**src/rtl/viterbi_acs_ctrl.sv**
```systemverilog
// Viterbi ACS controller: sequences a frame of symbols through four
// combinational ACS units, keeps path metrics, writes survivors, and
// hands off to traceback.
// Ports: clk/rst; start+frame_len begin a frame; sym_valid/sym_data/
// sym_ready carry symbols; acs_data/pm_out feed the ACS array, acs_pm/
// acs_addr return from it; sv_we/sv_addr/sv_wdata write survivor memory;
// tb_start/tb_ready/best_state launch traceback; busy/done give status.
module viterbi_acs_ctrl #(
  parameter logic [6:0] PM_INIT = 7'd32,
  parameter logic [6:0] NORM_TH = 7'd64
) (
  input  logic        clk,
  input  logic        rst,
  input  logic        start,
  input  logic [7:0]  frame_len,
  input  logic        sym_valid,
  input  logic [1:0]  sym_data,
  output logic        sym_ready,
  output logic [1:0]  acs_data,
  output logic [27:0] pm_out,
  input  logic [27:0] acs_pm,
  input  logic [7:0]  acs_addr,
  output logic        sv_we,
  output logic [7:0]  sv_addr,
  output logic [7:0]  sv_wdata,
  output logic        tb_start,
  input  logic        tb_ready,
  output logic [1:0]  best_state,
  output logic        busy,
  output logic        done
);

  typedef enum logic [1:0] {
    S_IDLE,
    S_RUN,
    S_TB_REQ,
    S_DONE
  } state_t;

  localparam logic [27:0] PM_RST =
    {PM_INIT, PM_INIT, PM_INIT, 7'd0};

  state_t      state_q, state_d;
  logic [7:0]  len_q, len_d;
  logic [7:0]  step_q, step_d;
  logic [27:0] pm_q, pm_d;
  logic [1:0]  best_q, best_d;

  logic        go;
  logic        hs;
  logic        last;
  logic        norm_en;
  logic [27:0] pm_new;
  logic [1:0]  best_new;
  logic [6:0]  best_val;

  assign go   = start && (frame_len != 8'd0);
  assign hs   = (state_q == S_RUN) && sym_valid;
  assign last = (step_q == len_q - 8'd1);

  // Metrics are rebased only when every state can absorb the
  // subtraction, so relative distances are preserved exactly.
  always_comb begin
    norm_en = 1'b1;
    for (int s = 0; s < 4; s++) begin
      if (acs_pm[7*s +: 7] < NORM_TH) norm_en = 1'b0;
    end
    for (int s = 0; s < 4; s++) begin
      pm_new[7*s +: 7] = norm_en
        ? acs_pm[7*s +: 7] - NORM_TH
        : acs_pm[7*s +: 7];
    end
  end

  // Strict '<' keeps the lowest index on ties.
  always_comb begin
    best_new = 2'd0;
    best_val = pm_new[6:0];
    for (int s = 1; s < 4; s++) begin
      if (pm_new[7*s +: 7] < best_val) begin
        best_val = pm_new[7*s +: 7];
        best_new = s[1:0];
      end
    end
  end

  always_ff @(posedge clk or posedge rst) begin
    if (rst) begin
      state_q <= S_IDLE;
    end else begin
      state_q <= state_d;
    end
  end

  always_comb begin
    state_d = state_q;
    unique case (state_q)
      S_IDLE:   if (go) state_d = S_RUN;
      S_RUN:    if (hs && last) state_d = S_TB_REQ;
      S_TB_REQ: if (tb_ready) state_d = S_DONE;
      S_DONE:   state_d = S_IDLE;
      default:  state_d = S_IDLE;
    endcase
  end

  always_comb begin
    sym_ready = (state_q == S_RUN);
    acs_data  = sym_ready ? sym_data : 2'b00;
    sv_we     = hs;
    tb_start  = (state_q == S_TB_REQ);
    done      = (state_q == S_DONE);
    busy      = (state_q != S_IDLE);
  end

  always_comb begin
    len_d  = len_q;
    step_d = step_q;
    pm_d   = pm_q;
    best_d = best_q;
    if (state_q == S_IDLE && go) begin
      len_d  = frame_len;
      step_d = 8'd0;
      pm_d   = PM_RST;
    end else if (hs) begin
      step_d = step_q + 8'd1;
      pm_d   = pm_new;
      if (last) best_d = best_new;
    end
  end

  always_ff @(posedge clk or posedge rst) begin
    if (rst) begin
      len_q  <= 8'd0;
      step_q <= 8'd0;
      pm_q   <= PM_RST;
      best_q <= 2'd0;
    end else begin
      len_q  <= len_d;
      step_q <= step_d;
      pm_q   <= pm_d;
      best_q <= best_d;
    end
  end

  assign pm_out     = pm_q;
  assign sv_addr    = step_q;
  assign sv_wdata   = acs_addr;
  assign best_state = best_q;

endmodule

```
**config.mk**
```make
export PLATFORM = sky130hd
export DESIGN_NAME = viterbi_acs_ctrl
export DESIGN_NICKNAME = d
export VERILOG_FILES = /design/src/rtl/viterbi_acs_ctrl.sv
export SDC_FILE = /design/constraint.sdc
export NUM_CORES = 1
export LEC_CHECK = 0
export ABC_AREA = 1
export CAP_MARGIN = 20
export CORE_ASPECT_RATIO = 0.75
export CORE_MARGIN = 2
export CORE_UTILIZATION = 57
export DETAILED_ROUTE_END_ITERATION = 10
export DONT_BUFFER_PORTS = 1
export PLACE_DENSITY = 0.71
export SETUP_SLACK_MARGIN = 0.3
export SYNTH_ARGS = -nofsm -noshare
export SYNTH_HDL_FRONTEND = slang
export SYNTH_SLANG_ARGS = --single-unit
```
**constraint.sdc**
```tcl
create_clock -name clk -period 1.64 [get_ports clk]
set_input_delay 0.164 -clock clk [delete_from_list [all_inputs] [get_ports clk]]
set_output_delay 0.164 -clock clk [all_outputs]
set_load 0.02 [all_outputs]
```
==> results of run 1 <==
[timing repair]
| action | 4_1_cts |
|---|---|
| endpoints found under the hold margin | 42 |
| gates cloned | 7 |
| pin swaps | 19 |
| hold buffers | 24 |
| resized for setup | 83 |
| endpoints found under the setup margin | 53 |
| buffers inserted | 21 |
[kinds of logic after synthesis]
family / share of synthesized area
flops: 0.412
xor+xnor: 0.0299
buf+inv: 0.0868
simple gates: 0.220
fa+ha+maj: 0.107
compound gates: 0.145
[through the flow]
stage	setup slack, ps	instance area [um^2]
2_1_floorplan	-1280	3170
3_3_place_gp	-1390	3510
3_5_place_dp	-1530	3510
4_1_cts	-1070	4340
==> flow_metrics.tcl, run 1 <==
set metrics [dict create \
    status "stopped before the end" \
    haltStage "5_1_grt" \
    tool.error "[ERROR DPL-0033] detailed placement checks failed during check placement." \
    synth_flop_cell "dfrtp_1" \
    synth_common_cells "101 x nand2_1, 45 x dfrtp_1, 40 x inv_1" \
    synth-edff-count 0 \
    syn_area_um2 2930 \
    start_util 0.594 \
    synth.top_cell.area_share 0.385 \
    top_level_ports 104 \
    yosysSeqAreaShare 0.412 \
    worstEndpointType "register input" \
    dieWidth_um 86.7 \
    synthArstFlopShare 1.00 \
    cts_buffer_depth 2 \
    grt_max_degree 30 \
    dp.cells 451 \
    die_y_um 66.1 \
    dp_hpwl_mm 5.67 \
    synth_cell_types 36 \
    cts_buffers 5 \
    worstEndpointGrtRepair "best_state[0]$_DFFE_PP0P_/D" \
    yosys_register_bits 48 \
    yosys_warnings 0 \
    synth_top_cell_by_area "dfrtp_1" \
    grt_antenna_before_repair 0 \
    htreeDepth 2 \
    gp_congestion 0.806 \
    avgSynthCellArea_um2 8.22 \
    netlist_instances 356 \
    port_buffers 0 \
    row_count 22 \
    synth_nets 432 \
    ys_top_cells_by_area "dfrtp_1 38%, nand2_1 13%, ha_1 11%" \
    clockRootBuffer "clkbuf_8" \
    synth.most_common_cell "nand2_1" \
    cts_num_sinks 48 \
]
==> run 2: changes to the inputs <==
--- a/config.mk
+++ b/config.mk
@@ -7,13 +7,11 @@
 export LEC_CHECK = 0
 export ABC_AREA = 1
 export CAP_MARGIN = 20
-export CORE_ASPECT_RATIO = 0.75
 export CORE_MARGIN = 2
-export CORE_UTILIZATION = 57
+export CORE_UTILIZATION = 40
 export DETAILED_ROUTE_END_ITERATION = 10
 export DONT_BUFFER_PORTS = 1
-export PLACE_DENSITY = 0.71
-export SETUP_SLACK_MARGIN = 0.3
+export PLACE_DENSITY_LB_ADDON = 0.15
 export SYNTH_ARGS = -nofsm -noshare
 export SYNTH_HDL_FRONTEND = slang
 export SYNTH_SLANG_ARGS = --single-unit
==> constraint.sdc (replaced) <==
create_clock -name clk -period 2.1 [get_ports clk]
set_input_delay 0.21 -clock clk [delete_from_list [all_inputs] [get_ports clk]]
set_output_delay 0.21 -clock clk [all_outputs]
set_load 0.02 [all_outputs]
==> run 2 against run 1 <==
  * The flow now finishes, with violations (negative setup slack)
  * Synthesized area did not move
  * Synthesized cell count did not move
==> flow_metrics.tcl, run 2 <==
set metrics [dict create \
    skew_ps 5.00 \
    clock_latency_ps 300 \
    crit_family "simple AND/OR/NAND/NOR gates" \
    slew_headroom 0.587 \
    cpMostUsedCell "nand2_2" \
    gp_congestion 0.853 \
    final.setup.tns_ps -1360 \
    syn_to_final_growth_pct 25.1 \
    dieWidth_um 89.5 \
    fin_crit_sh 1.33 \
    fillers 708 \
    netlist_instances 356 \
    start_util 0.408 \
    yosys_register_bits 48 \
    overflow 0 \
    hold_depth 2 \
    violations "negative setup slack" \
    period_minus_slack_ps 2790 \
    r2r_end "best_state[0]" \
    synth_common_cells "101 x nand2_1, 45 x dfrtp_1, 40 x inv_1" \
    drive_above_1_share 0.278 \
    critPathKind "input port to flop" \
    synth_cell_types 36 \
    total_power_uw 4000 \
    setup_violations 2 \
    crit_slowest_cell "ha_1" \
    row_count 31 \
    dr.pass1.iters 4 \
    cp-end-kind "flop" \
    cts_num_sinks 48 \
    synth_nets 432 \
    path_max_fanout 7 \
    hold_path.startpoint "frame_len[7]" \
    synth_top_cell_by_area "dfrtp_1" \
    die-area_um2 8020 \
    placed_area_um2 3330 \
    cts_tree "yes" \
    r2r_slack_ps 50 \
    final_common_cell "nand2_1" \
    drc 0 \
    top_level_ports 104 \
    routedWlPerCell_um 14.9 \
    clockRootBuffer "clkbuf_8" \
    synth_flop_cell "dfrtp_1" \
    critPathMaxStageDelay_ps 320 \
    slew_violations 0 \
    rsz0062_at_grt "true" \
    synthArstFlopShare 1.00 \
    hold_viol 0 \
    vias_per_cell 5.02 \
    syn_area_um2 2930 \
    clk_pin_slew_ps 90 \
    dp_hpwl_mm 5.42 \
    ys_top_cells_by_area "dfrtp_1 38%, nand2_1 13%, ha_1 11%" \
    yosys_warnings 0 \
    fin_area_um2 3660 \
    timing.reg2reg.worst_path_depth 12 \
    port_buffers 0 \
    num_vias 2498 \
    min_to "len_q[7]" \
    fmax_ghz 0.359 \
    p_per_area_nw_per_um2 1090 \
    largest_reg_flops 28 \
    drt_iter0_markers 57 \
    track_usage 0.187 \
    cts_buffer_depth 2 \
    fin_nets 474 \
    yosysSeqAreaShare 0.412 \
    wirelength_mm 7.41 \
    ant_nets 0 \
    finalWorstSetupSlack_ps -686 \
    status "finished, violations left" \
    grt_max_degree 49 \
    cap_violations 0 \
    critPathLaunchType "input port" \
    tightest_slew_ps 620 \
    grt_pass1_wl_mm 11.4 \
    grt_antenna_before_repair 0 \
    avgSynthCellArea_um2 8.22 \
    synth.top_cell.area_share 0.385 \
    rr_startpoint "len_q[2]" \
    htreeDepth 2 \
    n_antenna_cell 0 \
    vdd_ir_drop_max_uv 437 \
    synth-edff-count 0 \
    cts_buffers 5 \
    grt_pass1_vias 2448 \
    die_y_um 89.5 \
    path_cells "inv_6 > ha_4 > nand2_2 > inv_1 > nand2_1 > nand2_2 > nand2_4 > nand3_4 > nand2_2 > o21ai_2 > ha_1 > nand2_2 > nor2_4 > a211oi_4 > nand2_4 > nand2_2 > o21ai_2 > ha_1 > a21oi_2 > nor2_1 > a211oi_2 > nand2_1 > a21oi_1" \
    synth.most_common_cell "nand2_1" \
    arrival_ps 3020 \
    cp.required_ps 2330 \
    p_leak_uw 0.00186 \
    crit_buf_inv 2 \
    core_area_um2 7180 \
    min_path_type "input port to flop" \
    mostFrequentLayoutCells "91 x nand2_1, 47 x buf_4, 45 x dfrtp_1, 34 x inv_1, 21 x o21ai_0" \
]
run 2: cell counts after synthesis:
Identical to the previous run, type by type.
run 2: report_power, final:
group	total (uW)	switching [uW]	internal [uW]
registers	1650	429	1220
clock network	548	313	235
logic	1800	1010	791
total	4000	1760	2250
run 2: area by class of cell:
| type | instances | area [um^2] | share of cell area |
|---|---|---|---|
| Clock buffer | 7 | 76.3 | 0.0208 |
| Clock inverter | 1 | 5.00 | 0.00137 |
| Inverter | 42 | 188 | 0.0512 |
| Multi-Input combinational cell | 252 | 1690 | 0.462 |
| Sequential cell | 48 | 1200 | 0.329 |
| Tap cell | 99 | 124 | 0.0338 |
| Timing Repair Buffer | 49 | 374 | 0.102 |
run 2: logic make-up after synthesis:
group | Yosys count | synth area share
AND/OR/NAND/NOR | 148 | 0.220
AO/OA/AOI/OAI | 67 | 0.145
buffers and inverters | 58 | 0.0868
flip-flops | 48 | 0.412
adder cells (fa/ha/maj) | 25 | 0.107
XOR/XNOR | 10 | 0.0299
run 2: metrics by stage:
| step | hold slack [ps] | std cells | utilization | setup slack [ps] |
|---|---|---|---|---|
| final | 22.7 | 498 | 0.510 | -686 |
| after global routing | 12.8 | 498 | 0.510 | -850 |
| after CTS | 12.8 | 496 | 0.497 | -538 |
| after detailed placement | 311 | 475 | 0.464 | -1070 |
| after global placement | 300 | 475 | 0.464 | -985 |
| after floorplan | 327 | 356 | - | -866 |
run 2: how the worst max path moves through the flow:
stage                         start       endpoint  slack, ps  cells after the start
after global routing      acs_pm[4]  best_state[0]       -850                     23
after detailed placement  acs_pm[2]  best_state[0]      -1070                     22
final                     acs_pm[1]  best_state[1]       -690                     23
after CTS                 acs_pm[4]  best_state[0]       -540                     23
after global placement    acs_pm[2]  best_state[0]       -990                     23
after floorplan           acs_pm[2]  best_state[0]       -870                     25
run 2: layer usage:
metal,wire (um),part of all wire,global-route usage
met1,3000,0.41,0.213
met2,3710,0.50,0.333
met3,505,0.068,0.0499
met4,187,0.025,0.0706
met5,0,0,0
run 2: repair_timing:
| item | in CTS | in global routing |
|---|---|---|
| pin swaps | 9 | 23 |
| setup buffers | 10 | 2 |
| endpoints found under the setup margin | 2 | 4 |
| hold endpoints to repair | 45 | 0 |
| gates resized for setup | 20 | 18 |
| gates cloned | 2 | 0 |
| hold buffers | 1 | 0 |
Power figures use the tool's default switching activity.
==> run 3: changes to the inputs <==
--- a/config.mk
+++ b/config.mk
@@ -5,9 +5,8 @@
 export SDC_FILE = /design/constraint.sdc
 export NUM_CORES = 1
 export LEC_CHECK = 0
-export ABC_AREA = 1
 export CAP_MARGIN = 20
-export CORE_MARGIN = 2
+export CORE_MARGIN = 4
 export CORE_UTILIZATION = 40
 export DETAILED_ROUTE_END_ITERATION = 10
 export DONT_BUFFER_PORTS = 1
==> run 3 against run 2 <==
  * The run still ends with negative setup slack left
  * Non-clock buffer count up 10
  * Worst hold slack worse by 16 ps
  * Clock-buffer cell count unchanged
  * Clock skew up 4.5 ps
  * Clock power up 9.9%
  * Synthesized cell count up 4.8%
  * Flip-flop and latch count unchanged
  * Critical path type unchanged
  * Critical endpoint unchanged
  * Highest routed layer unchanged
==> flow_metrics.tcl, run 3 <==
set metrics [dict create \
    status "finished, violations left" \
    violations "negative setup slack" \
    p_leak_uw 0.00185 \
    core_area_um2 7810 \
    synth_top_family_by_area "simple AND/OR/NAND/NOR gates" \
    placed_area_um2 3770 \
    dr.pass1.iters 4 \
    setup_violations 2 \
    drc 0 \
    yosys_warnings 0 \
    clock_latency_ps 310 \
    die_y_um 98.0 \
    critPathKind "input port to flop" \
    ant_nets 0 \
    synth.top_cell.area_share 0.347 \
    critPathLaunchType "input port" \
    slew_headroom 0.722 \
    cts_tree "yes" \
    top_level_ports 104 \
    port_buffers 0 \
    grt_max_degree 44 \
    synthArstFlopShare 1.00 \
    rsz0062_at_grt "true" \
    synthAdderAreaFrac 0.0965 \
    synth_common_cells "80 x nand2_1, 45 x dfrtp_1, 39 x a21oi_1" \
    start_util 0.415 \
    synth_nets 449 \
    clk_pin_slew_ps 90 \
    track_usage 0.180 \
    gp_congestion 0.845 \
    tightest_slew_ps 413 \
    hold_viol 0 \
    crit_family "compound AO/OA/AOI/OAI gates" \
    overflow 0 \
    synth_cell_types 48 \
    synth-simple-area-share 0.222 \
    cts_num_sinks 48 \
    path_cells "ha_4 > a21oi_2 > a21oi_2 > a211oi_4 > buf_6 > mux2i_2 > xnor2_1 > ha_1 > o21ai_2 > o21bai_2 > a2111oi_4 > a21oi_4 > buf_6 > mux2_4 > ha_4 > o21a_1 > nor2_1 > o21ai_1 > nor2b_2 > o21ai_1 > mux2_4" \
    dieWidth_um 98.0 \
    netlist_instances 373 \
    cts_buffers 5 \
    synth_flop_cell "dfrtp_1" \
    syn_to_final_growth_pct 27.7 \
    crit_buf_inv 2 \
    die-area_um2 9610 \
    muxShareOfSynthArea 0.0552 \
    period_minus_slack_ps 3810 \
    synth_compound_area_frac 0.145 \
    p_per_area_nw_per_um2 1240 \
    clockRootBuffer "clkbuf_8" \
    htreeDepth 2 \
    critPathMaxStageDelay_ps 420 \
    synth-xor-area-share 0.0513 \
    yosys_register_bits 48 \
    syn_area_um2 3240 \
    vias_per_cell 5.36 \
    final.setup.tns_ps -3380 \
    fin_area_um2 4140 \
    min_path_type "input port to flop" \
    yosysSeqAreaShare 0.372 \
    dp_hpwl_mm 6.63 \
    path_max_fanout 6 \
    drt_iter0_markers 88 \
    fin_nets 493 \
    synth_top_cell_by_area "dfrtp_1" \
    row_count 32 \
    skew_ps 9.53 \
    crit_slowest_cell "a2111oi_4" \
    final_common_cell "nand2_1" \
    cap_violations 0 \
    vdd_ir_drop_max_uv 475 \
    slew_violations 0 \
    wirelength_mm 8.88 \
    routedWlPerCell_um 17.1 \
    cp.required_ps 2300 \
    num_vias 2788 \
    cts_buffer_depth 2 \
    drive_above_1_share 0.292 \
    ys_top_cells_by_area "dfrtp_1 35%, ha_1 9.6%, nand2_1 9.3%" \
    synth-edff-count 0 \
    cp-end-kind "flop" \
    mostFrequentLayoutCells "80 x nand2_1, 49 x buf_4, 45 x dfrtp_1, 32 x a21oi_1, 25 x nor2_1" \
    grt_pass1_wl_mm 14.0 \
    arrival_ps 4010 \
    grt_pass1_vias 2795 \
    grt_antenna_before_repair 0 \
    avgSynthCellArea_um2 8.69 \
    fin_crit_sh 1.81 \
    n_antenna_cell 0 \
    synth.most_common_cell "nand2_1" \
    finalWorstSetupSlack_ps -1710 \
    fmax_ghz 0.262 \
    largest_reg_flops 28 \
]
run 3: final timing paths:
kind	from	end	slack, ps	cells after the start
setup / recovery	acs_pm[12]	best_state[1]	-1710	21
max in group asynchronous	rst	pm_out[19]	1120	3
hold reg to reg	len_q[7]	len_q[7]	520	2
hold / removal	frame_len[3]	len_q[3]	7	2
min in group asynchronous	rst	sv_addr[6]	330	2
setup reg to reg	len_q[0]	best_state[1]	-30	9
run 3: metal layers:
layer	wire length, um	up-vias	global-route usage
li1	-	1355	-
met3	716	7	0.0636
met1	3530	1349	0.204
met4	56	0	0.0319
met2	4580	77	0.328
met5	0	-	0
run 3: cell type report:
type | instances | area [um^2]
Clock inverter | 1 | 7.51
Sequential cell | 48 | 1200
Fill cell | 745 | 3670
Timing Repair Buffer | 59 | 513
Clock buffer | 7 | 86.3
Inverter | 20 | 92.6
Multi-Input combinational cell | 283 | 2110
Tap cell | 102 | 128
run 3: kinds of logic (layout without fill, tap and decap cells):
group | count (synthesis) | count (layout)
AO/OA/AOI/OAI | 73 | 73
XOR/XNOR | 19 | 19
adder cells (fa/ha/maj) | 25 | 25
buffers and inverters | 42 | 87
flip-flops | 48 | 48
multiplexers | 13 | 13
AND/OR/NAND/NOR | 153 | 153
run 3: metrics by stage:
step | util | hold slack, ps | setup slack, ps | total power (uW) | instances
after floorplan | - | 315 | -1900 | 3580 | 373
after global routing | 0.530 | 3.42 | -1870 | 5540 | 520
after detailed placement | 0.483 | 101 | -2100 | 4300 | 500
after CTS | 0.508 | 4.55 | -1570 | 4960 | 516
final | 0.530 | 6.73 | -1710 | 5140 | 520
after global placement | 0.483 | 98.5 | -2010 | 4230 | 500
run 3: power breakdown:
part	internal, uW	switching, uW	total (uW)
Clock	269	333	602
Sequential	1350	665	2010
Combinational	1150	1370	2520
run 3: what timing repair did:
action / 4_1_cts / 5_1_grt
hold buffers: 1 / 1
pin swaps: 7 / 23
endpoints found under the hold margin: 15 / 1
resized for setup: 11 / 25
endpoints found under the setup margin: 2 / 4
gates cloned: 0 / 1
setup buffers: 7 / 2
==> run 4: changes to the inputs <==
==> constraint.sdc (replaced) <==
create_clock -name clk -period 4.47 [get_ports clk]
set_input_delay 0.447 -clock clk [delete_from_list [all_inputs] [get_ports clk]]
set_output_delay 0.447 -clock clk [all_outputs]
set_load 0.02 [all_outputs]
==> run 4 against run 3 <==
  * The run now ends clean
  * Largest cell class unchanged
  * Largest power group is now sequential cells
  * Final cell count shrank 7.1%
  * Non-clock buffer count shrank 37
  * Clock power shrank 29%
  * Critical path depth shrank 1
  * Routed wire length shrank 7.1%
  * Die area is the same
==> flow_metrics.tcl, run 4 (synthesis gave the netlist of run 3 again) <==
set metrics [dict create \
    cts_buffer_depth 2 \
    fin_crit_sh 0.959 \
    fin_hold_ws_ps 257 \
    vdd_ir_drop_max_uv 241 \
    largest_reg_flops 28 \
    rsz0062_at_grt "true" \
    cts_buffers 5 \
    slew_headroom 0.457 \
    drive_above_1_share 0.168 \
    syn_to_final_growth_pct 13.7 \
    min_path_type "input port to flop" \
    cap_violations 0 \
    row_count 32 \
    n_antenna_cell 0 \
    start_util 0.415 \
    top_layer "met4" \
    grt_pass1_wl_mm 13.5 \
    wirelength_mm 8.25 \
    cts_num_sinks 48 \
    cp-end-kind "flop" \
    track_usage 0.173 \
    critPathKind "input port to flop" \
    tightest_slew_ps 812 \
    arrival_ps 4470 \
    overflow 0 \
    port_buffers 0 \
    mostFrequentLayoutCells "80 x nand2_1, 45 x dfrtp_1, 32 x a21oi_1, 24 x nor2_1, 22 x ha_1" \
    critPathLaunchType "input port" \
    pre_cts_ws_ps -103 \
    cts_tree "yes" \
    grt_pass1_vias 2632 \
    path_max_fanout 7 \
    gp_congestion 0.794 \
    status "finished, final reports clean" \
    cp.required_ps 4660 \
    clockRootBuffer "clkbuf_8" \
    grt_antenna_before_repair 0 \
    hold_viol 0 \
    dr.pass1.iters 4 \
    period_minus_slack_ps 4290 \
    clock_latency_ps 300 \
    dp_hpwl_mm 6.19 \
    final.setup.tns_ps 0 \
    ant_nets 0 \
    die_y_um 98.0 \
    route.met3.wl_um 588 \
    htreeDepth 2 \
    num_vias 2596 \
    skew_ps 7.35 \
    slew_violations 0 \
    drt_iter0_markers 75 \
    wl_met1_mm 3.40 \
    die-area_um2 9610 \
    final_common_cell "nand2_1" \
    dr_wl_met2_mm 4.15 \
    routedWlPerCell_um 17.1 \
    fin_nets 456 \
    core_area_um2 7810 \
    p_per_area_nw_per_um2 632 \
    top_level_ports 104 \
    setup_violations 0 \
    finalWorstSetupSlack_ps 182 \
    dieWidth_um 98.0 \
    fmax_ghz 0.233 \
    p_leak_uw 0.00168 \
    total_power_uw 2330 \
    drc 0 \
    grt_max_degree 49 \
    clk_pin_slew_ps 90 \
    vias_per_cell 5.37 \
]
==> run 4: cell types whose count changed in the layout (fill, tap and decap cells not counted), sizes merged <==
cell and change:
clkbuf -3, dlygate4sd3 -1, clkinvlp -1, buf -35
bufinv +3
==> run 4: metal layers <==
metal,vias to the layer above,track usage
met5,-,0
met4,0,0.0660
met3,10,0.0593
met2,66,0.295
met1,1243,0.199
li1,1277,-
==> run 4: worst max-delay path: stages <==
cell	delay, ps
inv_1	40
ha_1	300
and4b_1	220
a211oi_4	400
mux2i_1	260
xnor2_1	170
ha_1	280
o21ai_1	100
o21bai_2	120
a2111oi_4	430
a21oi_4	110
buf_4	170
mux2_4	300
ha_1	300
nand2_1	50
o21a_1	190
o311a_1	150
nor2_1	100
o21ai_0	70
mux2_2	270
==> run 4: area by class of cell <==
type                       instances  area, um^2
clock buffer                       5        68.8
clock inverter                     3        90.1
fill                             757        4120
inverter                          20        75.1
multi-input combinational        283        1940
sequential                        48        1200
tap                              102         128
timing repair buffer              22         180
==> run 4: power breakdown <==
group | total, uW | switching, uW | leakage (uW) | internal [uW]
Sequential | 1000 | 368 | 0.000619 | 632
Combinational | 901 | 518 | 0.000981 | 383
Clock | 429 | 149 | 0.0000784 | 280
Total | 2330 | 1030 | 0.00168 | 1300
==> run 4: final timing paths <==
| path | start | endpoint | slack (ps) | cells past startpoint |
|---|---|---|---|---|
| max in group asynchronous | rst | pm_out[12] | 3420 | 3 |
| min in group asynchronous | rst | pm_out[23] | 520 | 2 |
| setup / recovery | acs_pm[4] | best_state[1] | 180 | 20 |
| hold / removal | acs_pm[26] | pm_out[26] | 260 | 2 |
| setup reg to reg | state_q[1] | best_state[1] | 1310 | 7 |
| hold reg to reg | len_q[7] | len_q[7] | 510 | 2 |
==> run 4: timing repair <==
| item | 4_1_cts | 5_1_grt |
|---|---|---|
| setup buffers | 0 | 8 |
| endpoints found under the hold margin | 0 | 8 |
| setup endpoints to repair | 0 | 2 |
| resized for setup | 0 | 16 |
| hold buffers | 0 | 1 |
==> run 4: metrics by stage <==
stage,util,cells,area (um^2)
floorplan,-,373,3250
global placement,0.430,465,3360
detailed placement,0.430,465,3360
CTS,0.450,473,3520
global route,0.472,483,3690
finish,0.472,483,3690
